==> config.mk <==
export PLATFORM = sky130hd
export DESIGN_NAME = pill_counter
export DESIGN_NICKNAME = d
export VERILOG_FILES = /design/src/rtl/pill_counter.sv
export SDC_FILE = /design/constraint.sdc
export NUM_CORES = 1
export LEC_CHECK = 0
export CAP_MARGIN = 20
export CORE_MARGIN = 3
export CORE_UTILIZATION = 40
export DETAILED_ROUTE_END_ITERATION = 8
export PLACE_DENSITY = 0.72
export SKIP_CTS_REPAIR_TIMING = 1
export SLEW_MARGIN = 20
export SYNTH_ARGS = -nofsm -noshare
export SYNTH_HDL_FRONTEND = slang
export SYNTH_SLANG_ARGS = --single-unit
==> constraint.sdc <==
create_clock -name CLK -period 3.5 [get_ports CLK]
set_clock_uncertainty 0.1 [all_clocks]
set_input_delay 0.35 -clock CLK [delete_from_list [all_inputs] [get_ports CLK]]
set_output_delay 0.35 -clock CLK [all_outputs]
set_load 0.005 [all_outputs]
==> src/rtl/pill_counter.sv <==
// pill_counter: debounced pill-drop counter with a BCD display, a timed bottle-swap
// hold and a sticky flag for pills that arrive while counting is suspended.
module pill_counter #(
  parameter int DEB_CYCLES  = 3,
  parameter int SWAP_CYCLES = 4
) (
  input  logic       CLK,
  input  logic       RST,
  input  logic       EN_work,
  input  logic       isWork,
  input  logic       pill_in,
  input  logic [3:0] maxL,
  input  logic [3:0] maxH,
  output logic [3:0] nowL,
  output logic [3:0] nowH,
  output logic       bottle_full,
  output logic       cfg_err,
  output logic       lost
);
  localparam int DW = $clog2(DEB_CYCLES + 1);
  localparam int SW = $clog2(SWAP_CYCLES + 1);
  typedef enum logic [1:0] {IDLE, FILL, SWAP} state_t;
  state_t state_q, state_d;
  logic sync1_q, sync2_q, deb_q, deb_d, deb_prev_q;
  logic [DW-1:0] deb_cnt_q, deb_cnt_d, deb_inc;
  logic [SW-1:0] swap_cnt_q, swap_cnt_d;
  logic [3:0] now_l_q, now_l_d, now_h_q, now_h_d, max_l_q, max_l_d, max_h_q, max_h_d;
  logic [3:0] inc_l, inc_h;
  logic full_q, full_d, lost_q, lost_d;
  logic run, pill_evt, deb_hit, at_max, swap_done, counting;
  assign run       = !EN_work && isWork;
  assign cfg_err   = (maxL == 4'd0 && maxH == 4'd0) || maxL > 4'd9 || maxH > 4'd9;
  // a disagreeing sample that breaks a run restarts the stability count
  assign deb_inc   = (sync2_q == deb_q) ? '0 : deb_cnt_q + 1'b1;
  assign deb_hit   = deb_inc == DW'(DEB_CYCLES);
  assign pill_evt  = deb_q && !deb_prev_q;
  assign inc_l     = (now_l_q == 4'd9) ? 4'd0 : now_l_q + 4'd1;
  assign inc_h     = (now_l_q != 4'd9) ? now_h_q : (now_h_q == 4'd9) ? 4'd0 : now_h_q + 4'd1;
  assign at_max    = {inc_h, inc_l} == {max_h_q, max_l_q};
  assign swap_done = swap_cnt_q == SW'(SWAP_CYCLES - 1);
  assign counting  = run && state_q == FILL;
  assign nowL        = now_l_q;
  assign nowH        = now_h_q;
  assign bottle_full = full_q;
  assign lost        = lost_q;
  always_comb begin
    deb_cnt_d  = deb_hit ? '0 : deb_inc;
    deb_d      = deb_hit ? sync2_q : deb_q;
    state_d    = state_q;
    now_l_d    = now_l_q;
    now_h_d    = now_h_q;
    max_l_d    = max_l_q;
    max_h_d    = max_h_q;
    swap_cnt_d = swap_cnt_q;
    full_d     = 1'b0;
    lost_d     = lost_q || (pill_evt && !counting);
    if (EN_work) begin
      state_d    = IDLE;
      now_l_d    = 4'd0;
      now_h_d    = 4'd0;
      swap_cnt_d = '0;
      lost_d     = 1'b0;
    end else begin
      case (state_q)
        IDLE: if (run && !cfg_err) begin
          state_d = FILL;
          max_l_d = maxL;
          max_h_d = maxH;
        end
        FILL: if (pill_evt && run) begin
          now_l_d = inc_l;
          now_h_d = inc_h;
          if (at_max) begin
            state_d    = SWAP;
            full_d     = 1'b1;
            swap_cnt_d = '0;
          end
        end
        SWAP: if (swap_done) begin
          state_d = run ? FILL : IDLE;
          now_l_d = 4'd0;
          now_h_d = 4'd0;
        end else begin
          swap_cnt_d = swap_cnt_q + 1'b1;
        end
        default: state_d = IDLE;
      endcase
    end
  end
  always_ff @(posedge CLK or posedge RST) begin
    if (RST) begin
      sync1_q    <= 1'b0;
      sync2_q    <= 1'b0;
      deb_q      <= 1'b0;
      deb_prev_q <= 1'b0;
      deb_cnt_q  <= '0;
      state_q    <= IDLE;
      now_l_q    <= 4'd0;
      now_h_q    <= 4'd0;
      max_l_q    <= 4'd0;
      max_h_q    <= 4'd0;
      swap_cnt_q <= '0;
      full_q     <= 1'b0;
      lost_q     <= 1'b0;
    end else begin
      sync1_q    <= pill_in;
      sync2_q    <= sync1_q;
      deb_q      <= deb_d;
      deb_prev_q <= deb_q;
      deb_cnt_q  <= deb_cnt_d;
      state_q    <= state_d;
      now_l_q    <= now_l_d;
      now_h_q    <= now_h_d;
      max_l_q    <= max_l_d;
      max_h_q    <= max_h_d;
      swap_cnt_q <= swap_cnt_d;
      full_q     <= full_d;
      lost_q     <= lost_d;
    end
  end
endmodule

======== Word-level counts from Yosys, hierarchy flattened ========
Index checks and enable logic that the tools add are counted.
word-level totals
  word-level logic and storage cells ...... 85
  RAM bits ................................ 0
  flip-flop bits (word level) ............. 29
  input bits .............................. 13
  bits in latches ......................... 0
  ROM bits ................................ 0
  memories kept ........................... 0
cells by class
  $add $sub $neg .......................... 4
  divide/modulo/power cells ............... 0
  eq/ne operators ......................... 14
  order comparisons ....................... 2
  bitwise operators ....................... 1
  shift operators ......................... 0
  $mul .................................... 0
  reduce and logical (&&, ||, !) cells .... 22
  multiplexer cells ....................... 29
operators with widths
  operator                                               number
  two-way mux 4 bit                                      8
  one-hot mux 4 bit (2 select lines)                     2
  two-way mux 2 bit                                      7
  two-way mux 3 bit                                      4
  inequality test 3 bit, second input constant           4
  adder 4 x 1 -> 4 bit, second input constant            2
  equality test 4 bit, second input constant             2
  equality test 8 bit                                    1
  greater-than comparator 4 bit, second input constant   2
  logical NOT 4 bit                                      2
  AND reduction 4 bit                                    2
  logical AND 1 bit                                      7
  two-way mux 1 bit                                      6
  one-hot mux 2 bit (3 select lines)                     1
  one-hot mux 3 bit (2 select lines)                     1
  AND reduction 3 bit                                    2
  equality test 2 bit, second input constant             2
  logical NOT 1 bit                                      4
  inequality test 4 bit, second input constant           1
  adder 3 x 1 -> 3 bit, second input constant            1
  equality test 3 x 2 -> 1 bit, second input constant    1
  logical OR 1 bit                                       3
  inequality test 3 x 2 -> 1 bit, second input constant  1
  nonzero test 3 bit                                     1
  5 further kinds                                        5

======== Longest topological paths before layout ========
  depth in word-level cells ............... 9
  mapped depth ............................ 8
  depth with buffers taken out ............ 8

======== Least setup slack after synthesis ========
Ideal clock, no wire load.
  kind .................................... flip-flop to flip-flop
  from .................................... reg now_h_q[0], in the netlist nowH[0]
  to ...................................... reg swap_cnt_q[1]
  arrival ................................. 1937 ps
  setup time .............................. 120 ps
  cell stages (with the launch flop) ...... 8
  path slack .............................. 1343 ps
  data required time ...................... 3280 ps
  clock period less this slack ............ 2157 ps
  path buffers ............................ 0
  path through ............................ dfrtp_1 -> ha_1 -> and3b_1 -> nor4b_1 -> o21ai_0 -> a211oi_2 -> nand4_2 -> a31o_1
between the ends
  word-level cells in the longest chain between the ends .. 6
RTL lines
  what                                                         RTL line  text
  from (decl)                                                  27        logic [3:0] now_l_q, now_l_d, now_h_q, now_h_d, max_l_q, max_l_d, max_h_q, max_h_d;
  from (signal assigned)                                       113       now_h_q <= now_h_d;
  adder 4 x 1 -> 4 bit or equality test 4 bit (tied branches)  38        assign inc_h = (now_l_q != 4'd9) ? now_h_q : (now_h_q == 4'd9) ? 4'd0 : now_h_q + 4'd1;
  two-way mux 4 bit                                            38
  two-way mux 4 bit *                                          38
  equality test 8 bit *                                        39        assign at_max = {inc_h, inc_l} == {max_h_q, max_l_q};
  inequality test 3 bit (no line) *                            -
  AND reduction 4 bit (no line) *                              -
  to (signal assigned)                                         116       swap_cnt_q <= swap_cnt_d;
  to (decl)                                                    26        logic [SW-1:0] swap_cnt_q, swap_cnt_d;
Mark *: on every way between the ends. The rest lies on a longest branch, timed or not.
A chain may end at the register's enable or synchronous reset.

======== Worst setup path after layout ========
  from .................................... reg now_h_q[0], in the netlist nowH[0]
  to ...................................... reg swap_cnt_q[2]
The elaborated chain is that of the path after synthesis.

==> flow_metrics.tcl <==
set metrics [dict create \
    outcome "finished, final reports clean" \
    yosysTopAreaCellShare_pct 44.0 \
    first_pass_iters 4 \
    worstMarginPinSlew_ns 0.652 \
    cts_tree "yes" \
    die_area_sq_um 4930 \
    grt_max_degree 30 \
    synth_edf_count 0 \
    antenna_found_initial 0 \
    start_kind "register" \
    power_leakage_nw 0.857 \
    cts_inserted_buffers 5 \
    slew_headroom_pct 56.2 \
    ant_nets 0 \
    setup_viol 0 \
    highest_layer "met4" \
    synth_most_common_cell "dfrtp_1" \
    worstSetupStartpoint "nowH[0]" \
    syn-instance-count 161 \
    synth_area_sq_um 1650 \
    maxCapViolCount 0 \
    multiInputGateArea_sq_um 876 \
    cts_root_buf "clkbuf_8" \
    critical_path_class "register to register" \
    wl_met2_um 1480 \
    clkLatencyLatePin_ns 0.28 \
    coreArea_sq_um 3830 \
    finalWeightedCongestion 0.899 \
    ys_top_cells_by_area "dfrtp_1, mux2_2, o21ai_0" \
    grt_pass1_wl_um 5770 \
    cellPowerDensity_nw_per_um2 466 \
    synth-main-ff-cell "dfrtp_1" \
    crit_fanout 10 \
    syn_to_final_growth_pct 23.3 \
    tns_ns 0 \
    hp-start "sync1_q" \
    yosysUniqueCellTypes 45 \
    crit_required_ns 3.57 \
    htree_num_levels 2 \
    placed_area_sq_um 1910 \
    finalNetCount 204 \
    drt_iter0_drc 46 \
    clock_path_buffers 2 \
    r2r_start "nowH[0]" \
    port_buffers 23 \
    ys_ff_latch 29 \
    drive_gt1_share_pct 13.3 \
    diodes 0 \
    grt-ovfl-total 0 \
    yosysSeqAreaShare_pct 44.0 \
    hold_path.class "register to register" \
    vias 1289 \
    final_area_sq_um 2030 \
    placementRows 22 \
    routed_wl_um 3200 \
    drc 0 \
    final-max-slew-violation-count 0 \
    wl_met3_um 128 \
    synthTopCellsByCount "dfrtp_1, o21ai_0, nand2_1, nor2_1, mux2_2" \
    viasPerCell 5.46 \
    synth_area_leader_cell "dfrtp_1" \
    grt_pass1_vias 1280 \
    hold_viol 0 \
    fillerInstances 332 \
    clk_pin_slew_ns 0.07 \
    grt_setup_unrepaired "no" \
    synth_fp_nets 178 \
    min_period_over_period_pct 69.5 \
    m1WireLength_um 1510 \
    wl_per_cell_um 13.6 \
    grt_usage_pct 14.5 \
    die_w_um 70.2 \
    start_util_pct 43.1 \
    yosys_warnings 0 \
    seq_area_sq_um 726 \
    io_pins 24 \
    period_needed_ns 2.43 \
    worstPathArrival_ns 2.51 \
    cts.sinks 29 \
    fmax_mhz 411 \
    ir_worst_vdd_mv 0.333 \
    die_h_um 70.2 \
    avgSynthCellArea_sq_um 10.3 \
    post-dp-hpwl_um 2470 \
    end_kind "register" \
    async_flop_share_pct 100 \
]
sequential cells by signal (all words and copies together) (netlist names), 2 cells and up:
register    count
nowH            4
max_h_q         4
state_q         2
deb_cnt_q       2
swap_cnt_q      3
max_l_q         4
nowL            4
final timing paths:
check,depth (start not counted),to,slack (ns)
worst min-delay path,0,sync2_q,0.26
worst max-delay path,7,swap_cnt_q[2],1.07
worst max register to register,7,swap_cnt_q[2],1.07
max in group asynchronous,2,nowL[0],2.56
worst min register to register,0,sync2_q,0.26
min in group asynchronous,2,lost,0.35
stage by stage:
| step | cells | setup WS (ns) | util (%) | power (W) | hold WS (ns) |
|---|---|---|---|---|---|
| after floorplan | 161 | 1.34 | - | 0.000543 | 0.231 |
| after global placement | 228 | 1.10 | 50.0 | 0.000590 | 0.241 |
| after global routing | 236 | 0.851 | 53.2 | 0.00100 | 0.272 |
| after CTS | 236 | 1.05 | 53.2 | 0.000958 | 0.261 |
| after detailed placement | 228 | 1.05 | 50.0 | 0.000598 | 0.246 |
| final | 236 | 1.07 | 53.2 | 0.000949 | 0.259 |
report_power, final:
part	leakage, nW	total, W	internal [W]	switching, W
clock	0.0574	0.000359	0.000231	0.000128
combinational	0.423	0.000153	0.0000924	0.0000601
sequential	0.377	0.000437	0.000389	0.0000477
per-layer routing:
layer	track usage, %	vias to the layer above
met1	19.2	612
met5	0	-
li1	-	636
met4	7.66	0
met2	21.7	30
met3	3.31	11
kinds of logic after synthesis:
group                    count (synthesis)  synth area share [%]
multiplexers                            12                  7.96
buffers and inverters                   10                  2.96
adder cells (fa/ha/maj)                  4                  3.03
XOR/XNOR                                11                  5.84
AND/OR/NAND/NOR                         57                  20.8
AO/OA/AOI/OAI                           38                  15.5
flip-flops                              29                  44.0
worst max-delay path, stage by stage, from the launching register on:
cell and delay [ns]:
dfrtp_1 0.49, ha_1 0.27, and3b_1 0.20, nor4b_1 0.35
o21ai_0 0.17, a211oi_2 0.26, nand4_2 0.21, a31o_1 0.28
cell usage in the layout (no fill, tap or decap), types with 3 or more instances in the layout:
master           Yosys  layout
a21oi_1              4       4
nand3b_1             4       4
mux2i_1              3       3
o21ai_0             14      14
xor2_1               4       4
ha_1                 4       4
clkbuf_8             0       6
o21a_1               3       3
mux2_2               9       9
nand2b_1             4       4
a31oi_1              3       3
clkdlybuf4s50_1      0      23
nor2_1              12      12
xnor2_1              7       7
nor2b_1              4       4
dfrtp_1             29      29
nand2_1             12      12
inv_1                6       5
area by class of cell:
type	count	share of cell area [%]
Clock inverter	2	1.85
Multi-Input combinational cell	122	43.1
Inverter	6	1.11
Tap cell	48	2.95
Clock buffer	6	4.06
Timing Repair Buffer	23	11.3
Sequential cell	29	35.7
Note: power is estimated with default switching activity, not from simulation.
